==> src/rtl/memref_rd_arbiter.sv <==
// memref_rd_arbiter: round-robin arbiter sharing one memref read port among NUM_REQ requesters
//   clk, rstn            clock, asynchronous active-low reset
//   req_rd_en/req_addr   per-requester read request and packed address
//   req_gnt              one-hot grant, same cycle as the request
//   req_rd_valid         one-hot return strobe, RD_LATENCY cycles after the grant
//   req_rd_data          return data broadcast to all requesters
//   mem_rd_en/mem_addr   to the memref read port; mem_rd_data from it
//   MEMREF_RD_ARB_STATS_EN adds stat_gnt_cnt / stat_stall_cnt (16-bit saturating per requester)
module memref_rd_arbiter #(
  parameter int NUM_REQ    = 2,
  parameter int ADDR_WIDTH = 8,
  parameter int DATA_WIDTH = 32,
  parameter int RD_LATENCY = 1,
  parameter int MAX_BURST  = 4
) (
  input  logic                          clk,
  input  logic                          rstn,
  input  logic [NUM_REQ-1:0]            req_rd_en,
  input  logic [NUM_REQ*ADDR_WIDTH-1:0] req_addr,
  output logic [NUM_REQ-1:0]            req_gnt,
  output logic [NUM_REQ-1:0]            req_rd_valid,
  output logic [DATA_WIDTH-1:0]         req_rd_data,
  output logic                          mem_rd_en,
  output logic [ADDR_WIDTH-1:0]         mem_addr,
  input  logic [DATA_WIDTH-1:0]         mem_rd_data
`ifdef MEMREF_RD_ARB_STATS_EN
  ,
  output logic [NUM_REQ*16-1:0]         stat_gnt_cnt,
  output logic [NUM_REQ*16-1:0]         stat_stall_cnt
`endif
);
  localparam int IW = $clog2(NUM_REQ);
  localparam logic [3:0] MB = 4'(MAX_BURST);
  typedef enum logic {S_IDLE, S_OWN} state_t;
  state_t                r_state;
  logic [IW-1:0]         r_owner, r_rr_ptr, w_start, w_k, w_gk;
  logic [3:0]            r_burst;
  logic [RD_LATENCY-1:0] r_tag_v;
  logic [NUM_REQ-1:0]    r_tag_id [RD_LATENCY];
  logic [NUM_REQ-1:0]    w_owner_oh, w_others;
  logic [2*NUM_REQ-1:0]  w_dbl;
  logic                  w_own, w_hold, w_found, w_any;

  function automatic logic [IW-1:0] inc(input logic [IW-1:0] x);
    return (32'(x) == NUM_REQ - 1) ? '0 : x + 1'b1;
  endfunction

  // In IDLE the owner mask is empty, so w_others is simply all requests and the
  // cyclic search starts at rr_ptr; in OWN it excludes the owner and starts after it.
  always_comb begin
    w_own = r_state == S_OWN;
    w_owner_oh = '0;
    for (int j = 0; j < NUM_REQ; j++) w_owner_oh[j] = w_own && r_owner == IW'(j);
    w_others = req_rd_en & ~w_owner_oh;
    w_hold = |(req_rd_en & w_owner_oh) && (r_burst < MB || w_others == '0);
    w_start = w_own ? inc(r_owner) : r_rr_ptr;
    // doubled vector rotated right by the start index turns the cyclic search into a linear one
    w_dbl = {w_others, w_others} >> w_start;
    w_found = 1'b0;
    w_k = w_start;
    for (int j = 0; j < NUM_REQ; j++) begin
      if (!w_found && w_dbl[j]) begin
        w_found = 1'b1;
        w_k = IW'((32'(w_start) + j) % NUM_REQ);
      end
    end
    w_gk = w_hold ? r_owner : w_k;
    w_any = rstn && (w_hold || w_found);
    req_gnt = '0;
    mem_addr = '0;
    for (int j = 0; j < NUM_REQ; j++) begin
      req_gnt[j] = w_any && w_gk == IW'(j);
      if (req_gnt[j]) mem_addr = req_addr[j*ADDR_WIDTH +: ADDR_WIDTH];
    end
    mem_rd_en = |req_gnt;
    req_rd_valid = r_tag_v[RD_LATENCY-1] ? r_tag_id[RD_LATENCY-1] : '0;
    req_rd_data = mem_rd_data;
  end

  always_ff @(posedge clk or negedge rstn) begin
    if (!rstn) begin
      r_state <= S_IDLE;
      r_owner <= '0;
      r_rr_ptr <= '0;
      r_burst <= '0;
      r_tag_v <= '0;
      for (int s = 0; s < RD_LATENCY; s++) r_tag_id[s] <= '0;
    end else begin
      r_tag_v[0] <= mem_rd_en;
      r_tag_id[0] <= req_gnt;
      for (int s = 1; s < RD_LATENCY; s++) begin
        r_tag_v[s] <= r_tag_v[s-1];
        r_tag_id[s] <= r_tag_id[s-1];
      end
      if (w_hold) begin
        r_burst <= (r_burst == MB) ? MB : r_burst + 4'd1;
      end else if (w_found) begin
        r_state <= S_OWN;
        r_owner <= w_k;
        r_burst <= 4'd1;
        // a grant out of IDLE leaves rr_ptr alone; only handovers advance it
        if (w_own) r_rr_ptr <= inc(w_k);
      end else begin
        r_state <= S_IDLE;
        if (w_own) r_rr_ptr <= inc(r_owner);
      end
    end
  end

`ifdef MEMREF_RD_ARB_STATS_EN
  logic [15:0] r_gnt_cnt [NUM_REQ];
  logic [15:0] r_stall_cnt [NUM_REQ];

  always_ff @(posedge clk or negedge rstn) begin
    if (!rstn) begin
      for (int n = 0; n < NUM_REQ; n++) begin
        r_gnt_cnt[n] <= '0;
        r_stall_cnt[n] <= '0;
      end
    end else begin
      for (int n = 0; n < NUM_REQ; n++) begin
        if (req_gnt[n] && r_gnt_cnt[n] != 16'hFFFF) r_gnt_cnt[n] <= r_gnt_cnt[n] + 16'd1;
        if (req_rd_en[n] && !req_gnt[n] && r_stall_cnt[n] != 16'hFFFF) r_stall_cnt[n] <= r_stall_cnt[n] + 16'd1;
      end
    end
  end

  always_comb begin
    stat_gnt_cnt = '0;
    stat_stall_cnt = '0;
    for (int n = 0; n < NUM_REQ; n++) begin
      stat_gnt_cnt[n*16 +: 16] = r_gnt_cnt[n];
      stat_stall_cnt[n*16 +: 16] = r_stall_cnt[n];
    end
  end
`endif
endmodule

==> config.mk <==
export PLATFORM = sky130hd
export DESIGN_NAME = memref_rd_arbiter
export DESIGN_NICKNAME = d
export VERILOG_FILES = /design/src/rtl/memref_rd_arbiter.sv
export SDC_FILE = /design/constraint.sdc
export NUM_CORES = 1
export LEC_CHECK = 0
export CAP_MARGIN = 5
export CORE_MARGIN = 1.5
export CORE_UTILIZATION = 26
export CTS_BUF_LIST = sky130_fd_sc_hd__clkbuf_8 sky130_fd_sc_hd__clkbuf_16
export DETAILED_ROUTE_END_ITERATION = 10
export PLACE_DENSITY = 0.81
export SETUP_SLACK_MARGIN = 0.02
export SLEW_MARGIN = 20
export SYNTH_ARGS = -nofsm -noshare
export SYNTH_HDL_FRONTEND = slang
export SYNTH_SLANG_ARGS = --single-unit
==> constraint.sdc <==
create_clock -name clk -period 1.65 [get_ports clk]
set_input_delay 0.33 -clock clk [delete_from_list [all_inputs] [get_ports clk]]
set_output_delay 0.33 -clock clk [all_outputs]
set_load 0.03 [all_outputs]
==> results of run 1 <==
[area by class of cell]
type | count | area [µm²]
Multi-Input combinational cell | 63 | 547
Sequential cell | 10 | 250
Clock buffer | 3 | 41.3
Fill cell | 332 | 1990
Tap cell | 46 | 57.6
Inverter | 5 | 18.8
Timing Repair Buffer | 52 | 482
[critical path, delay by kind of cell, from the launching register on]
| kind | cells | cell delay [ns] |
|---|---|---|
| buffers and inverters | 2 | 0.30 |
| AND/OR/NAND/NOR | 1 | 0.08 |
| multiplexers | 2 | 0.62 |
| AO/OA/AOI/OAI | 1 | 0.19 |
| flip-flops | 1 | 0.38 |
[power by group]
part / internal [W] / switching, W / total [W] / leakage (nW)
sequential: 0.000313 / 0.0000404 / 0.000354 / 0.124
combinational: 0.000567 / 0.000553 / 0.00112 / 0.476
clock: 0.000159 / 0.0000855 / 0.000244 / 0.0216
[routing by layer]
metal	track usage, %	vias to the layer above	wire length [µm]
li1	-	382	-
met1	13.2	381	836
met2	22.8	29	1340
met3	4.50	4	133
met4	8.06	0	53
met5	0	-	0
[repair_timing]
action | CTS | global route
setup buffers | 6 | 1
gates resized for setup | 33 | 4
pin swaps | 4 | 3
setup endpoints to repair | 16 | 11
gates cloned | 2 | 0
[sequential cells by signal (all words and copies together), names as in the netlist]
| register | flops |
|---|---|
| r_burst | 4 |
| r_tag_id | 2 |
| r_owner | 1 |
| r_rr_ptr | 1 |
| r_state | 1 |
| r_tag_v | 1 |
[through the flow]
step           power, W  cell area [µm²]  utilization, %
2_1_floorplan   0.00126             1060               -
3_3_place_gp    0.00133             1210            35.7
3_5_place_dp    0.00134             1210            35.7
4_1_cts         0.00173             1400            41.3
5_1_grt         0.00185             1400            41.2
6_report        0.00172             1400            41.2
[cells in the mapped netlist, drive strengths merged]
master and count:
and2 3, mux2i 8, nor2b 2, a21oi 5
nand2 18, nor2 4, mux2 2, o31ai 2
clkbuf 2, a22oi 1, nand3 2, a21boi 1
o21bai 1, dfrtp 10, and3 1, a32o 1
ha 2, nor3 1, o21ai 5, nand2b 1
buf 35, inv 5, o22ai 1, o211ai 1
[cell families after synthesis]
logic type | count (synthesis) | share of synthesized area [%]
adders and majority gates | 2 | 2.69
buffers and inverters | 42 | 30.9
AOI/OAI and AO/OA | 18 | 12.0
muxes | 10 | 11.8
and+or+nand+nor | 32 | 15.7
DFF | 10 | 26.9
[final timing paths]
kind,cells after the start,startpoint,slack (ns),endpoint
setup / recovery,6,r_burst[3],-0.49,mem_addr[3]
max in group asynchronous,2,rstn,1.32,r_rr_ptr
setup reg to reg,5,r_burst[3],0.16,r_tag_id[1]
hold / removal,2,rstn,0.18,r_burst[2]
min in group clk,3,req_rd_en[1],0.49,r_owner
hold reg to reg,2,r_rr_ptr,0.55,r_rr_ptr
==> impl_metrics.prom, run 1 <==
# TYPE chip_impl_metric gauge
chip_impl_metric{name="track_usage",unit="%"} 13.0
chip_impl_metric{name="hold_violations",unit=""} 0
chip_impl_info{name="cp-end-kind",value="primary output"} 1
chip_impl_info{name="synth_area_leader_cell",value="sky130_fd_sc_hd__dfrtp_1"} 1
chip_impl_metric{name="io_buffers",unit=""} 32
chip_impl_info{name="critical_path.cell_chain",value="o211ai_1 -> buf_4 -> nand3_4 -> mux2_4 -> mux2i_4 -> buf_6"} 1
chip_impl_metric{name="drt.antenna.violating_nets",unit=""} 0
chip_impl_metric{name="dpl.hpwl",unit="µm"} 1450
chip_impl_metric{name="leakagePower",unit="nW"} 0.622
chip_impl_metric{name="synth_cells",unit=""} 114
chip_impl_metric{name="synthDominantCellAreaShare",unit="%"} 26.9
chip_impl_metric{name="first_global_vias",unit=""} 807
chip_impl_metric{name="setup_ws",unit="ns"} -0.488
chip_impl_metric{name="start_util",unit="%"} 27.5
chip_impl_metric{name="synth_area",unit="µm²"} 931
chip_impl_metric{name="worstMarginPinSlew",unit="ns"} 0.295
chip_impl_info{name="startpoint_type",value="flop"} 1
chip_impl_metric{name="route.detailed.wl_per_inst",unit="µm"} 13.2
chip_impl_metric{name="syn_area_per_cell",unit="µm²"} 8.17
chip_impl_metric{name="tritoncts_buffer_count",unit=""} 3
chip_impl_metric{name="grt-ovfl-total",unit=""} 0
chip_impl_metric{name="core-area",unit="µm²"} 3390
chip_impl_info{name="unrepaired_setup_endpoints_after_global_routing",value="true"} 1
chip_impl_metric{name="detailroute.via_count",unit=""} 796
chip_impl_metric{name="yosys.cell_types.count",unit=""} 30
chip_impl_metric{name="power.density_cell_area",unit="nW/µm²"} 1230
chip_impl_metric{name="design.final.nets",unit=""} 189
chip_impl_info{name="layout_commonest_cell",value="sky130_fd_sc_hd__nand2_1"} 1
chip_impl_metric{name="place.gp.congestion",unit=""} 0.721
chip_impl_metric{name="clkSlewWorstSetupHoldPaths",unit="ns"} 0.05
chip_impl_metric{name="design.die.area",unit="µm²"} 3950
chip_impl_metric{name="synthesis.yosys.warnings",unit=""} 0
chip_impl_metric{name="min_period_over_period",unit="%"} 130
chip_impl_info{name="violations",value="setup timing"} 1
chip_impl_metric{name="critical_path_at",unit="ns"} 1.81
chip_impl_metric{name="timing.setup.tns",unit="ns"} -4.62
chip_impl_info{name="cts_root_buf",value="sky130_fd_sc_hd__clkbuf_8"} 1
chip_impl_metric{name="vertical_extent_of_the_die",unit="µm"} 62.8
chip_impl_info{name="worst_path_max_delay_cell",value="sky130_fd_sc_hd__mux2_4"} 1
chip_impl_metric{name="length_of_the_first_detailed_routing_pass_in_iterations",unit=""} 4
chip_impl_info{name="hold_path_class",value="primary input to asynchronous set/reset pin"} 1
chip_impl_metric{name="avgViaCountPerCell",unit=""} 4.45
chip_impl_metric{name="grt_start_max_net_pins",unit=""} 11
chip_impl_metric{name="route.final.wire_length",unit="µm"} 2360
chip_impl_metric{name="clk_path_buf_depth",unit=""} 2
chip_impl_metric{name="reported_max_cap_violation_count",unit=""} 0
chip_impl_metric{name="synthToLayoutAreaGrowth",unit="%"} 50.0
chip_impl_metric{name="worst_path_largest_cell_delay",unit="ns"} 0.41
chip_impl_metric{name="max_freq",unit="GHz"} 0.468
chip_impl_metric{name="synth.yosys.seq_area_share",unit="%"} 26.9
chip_impl_metric{name="critical_path.max_fanout",unit=""} 5
chip_impl_metric{name="first_iter_violations",unit=""} 12
chip_impl_metric{name="cts-hold-fix-buffers",unit=""} 0
chip_impl_metric{name="dpl.cell_count",unit=""} 167
chip_impl_info{name="yosys-top-cells-area",value="sky130_fd_sc_hd__dfrtp_1 27%, sky130_fd_sc_hd__buf_4 26%, sky130_fd_sc_hd__mux2i_1 8.6%"} 1
chip_impl_metric{name="cts_num_sinks",unit=""} 10
chip_impl_info{name="clock_tree_from_tritoncts",value="yes"} 1
chip_impl_metric{name="antenna_violations_before_repair",unit=""} 0
chip_impl_metric{name="n_antenna_cell",unit=""} 0
chip_impl_metric{name="detailedPlace.worstSlack",unit="ns"} -0.816
chip_impl_metric{name="clk_latency",unit="ns"} 0.23
chip_impl_metric{name="period_minus_slack",unit="ns"} 2.14
chip_impl_metric{name="wire_length_of_the_first_global_routing_pass",unit="µm"} 3950
chip_impl_metric{name="design.portCount",unit=""} 97
chip_impl_info{name="setup_cp_type",value="flop to primary output"} 1
chip_impl_metric{name="final-setup-viol-count",unit=""} 10
chip_impl_info{name="run_status",value="finished with violations"} 1
chip_impl_metric{name="worst_clock_skew",unit="ns"} 0.00442
chip_impl_metric{name="htree_levels",unit=""} 1
chip_impl_metric{name="syn_nets",unit=""} 168
chip_impl_metric{name="required",unit="ns"} 1.32
chip_impl_metric{name="core.rowCount",unit=""} 21
chip_impl_metric{name="vdd.ir_drop.worst",unit="mV"} 0.358
chip_impl_metric{name="floorplan.die.width",unit="µm"} 62.8
chip_impl_metric{name="ys_seq_elements",unit=""} 10
chip_impl_metric{name="layout.cells.non_filler",unit=""} 179
chip_impl_metric{name="detail_route.drc_violations",unit=""} 0
chip_impl_metric{name="drive_gt1_share",unit="%"} 39.8
chip_impl_info{name="most-common-layout-cells",value="18 x sky130_fd_sc_hd__nand2_1, 17 x sky130_fd_sc_hd__buf_4, 16 x sky130_fd_sc_hd__clkdlybuf4s50_1"} 1
chip_impl_metric{name="timing.max_slew.rel_slack",unit="%"} 80.4
chip_impl_metric{name="finalHoldWorstSlack",unit="ns"} 0.184
chip_impl_metric{name="slew_violations",unit=""} 0
Power figures use the tool's default switching activity.
==> run 2, diff against run 1 <==
Settings changed: GPL_ROUTABILITY_DRIVEN set to 0.
==> results of run 2 <==
The final DEF is identical to that of run 1; final timing and power are the same.
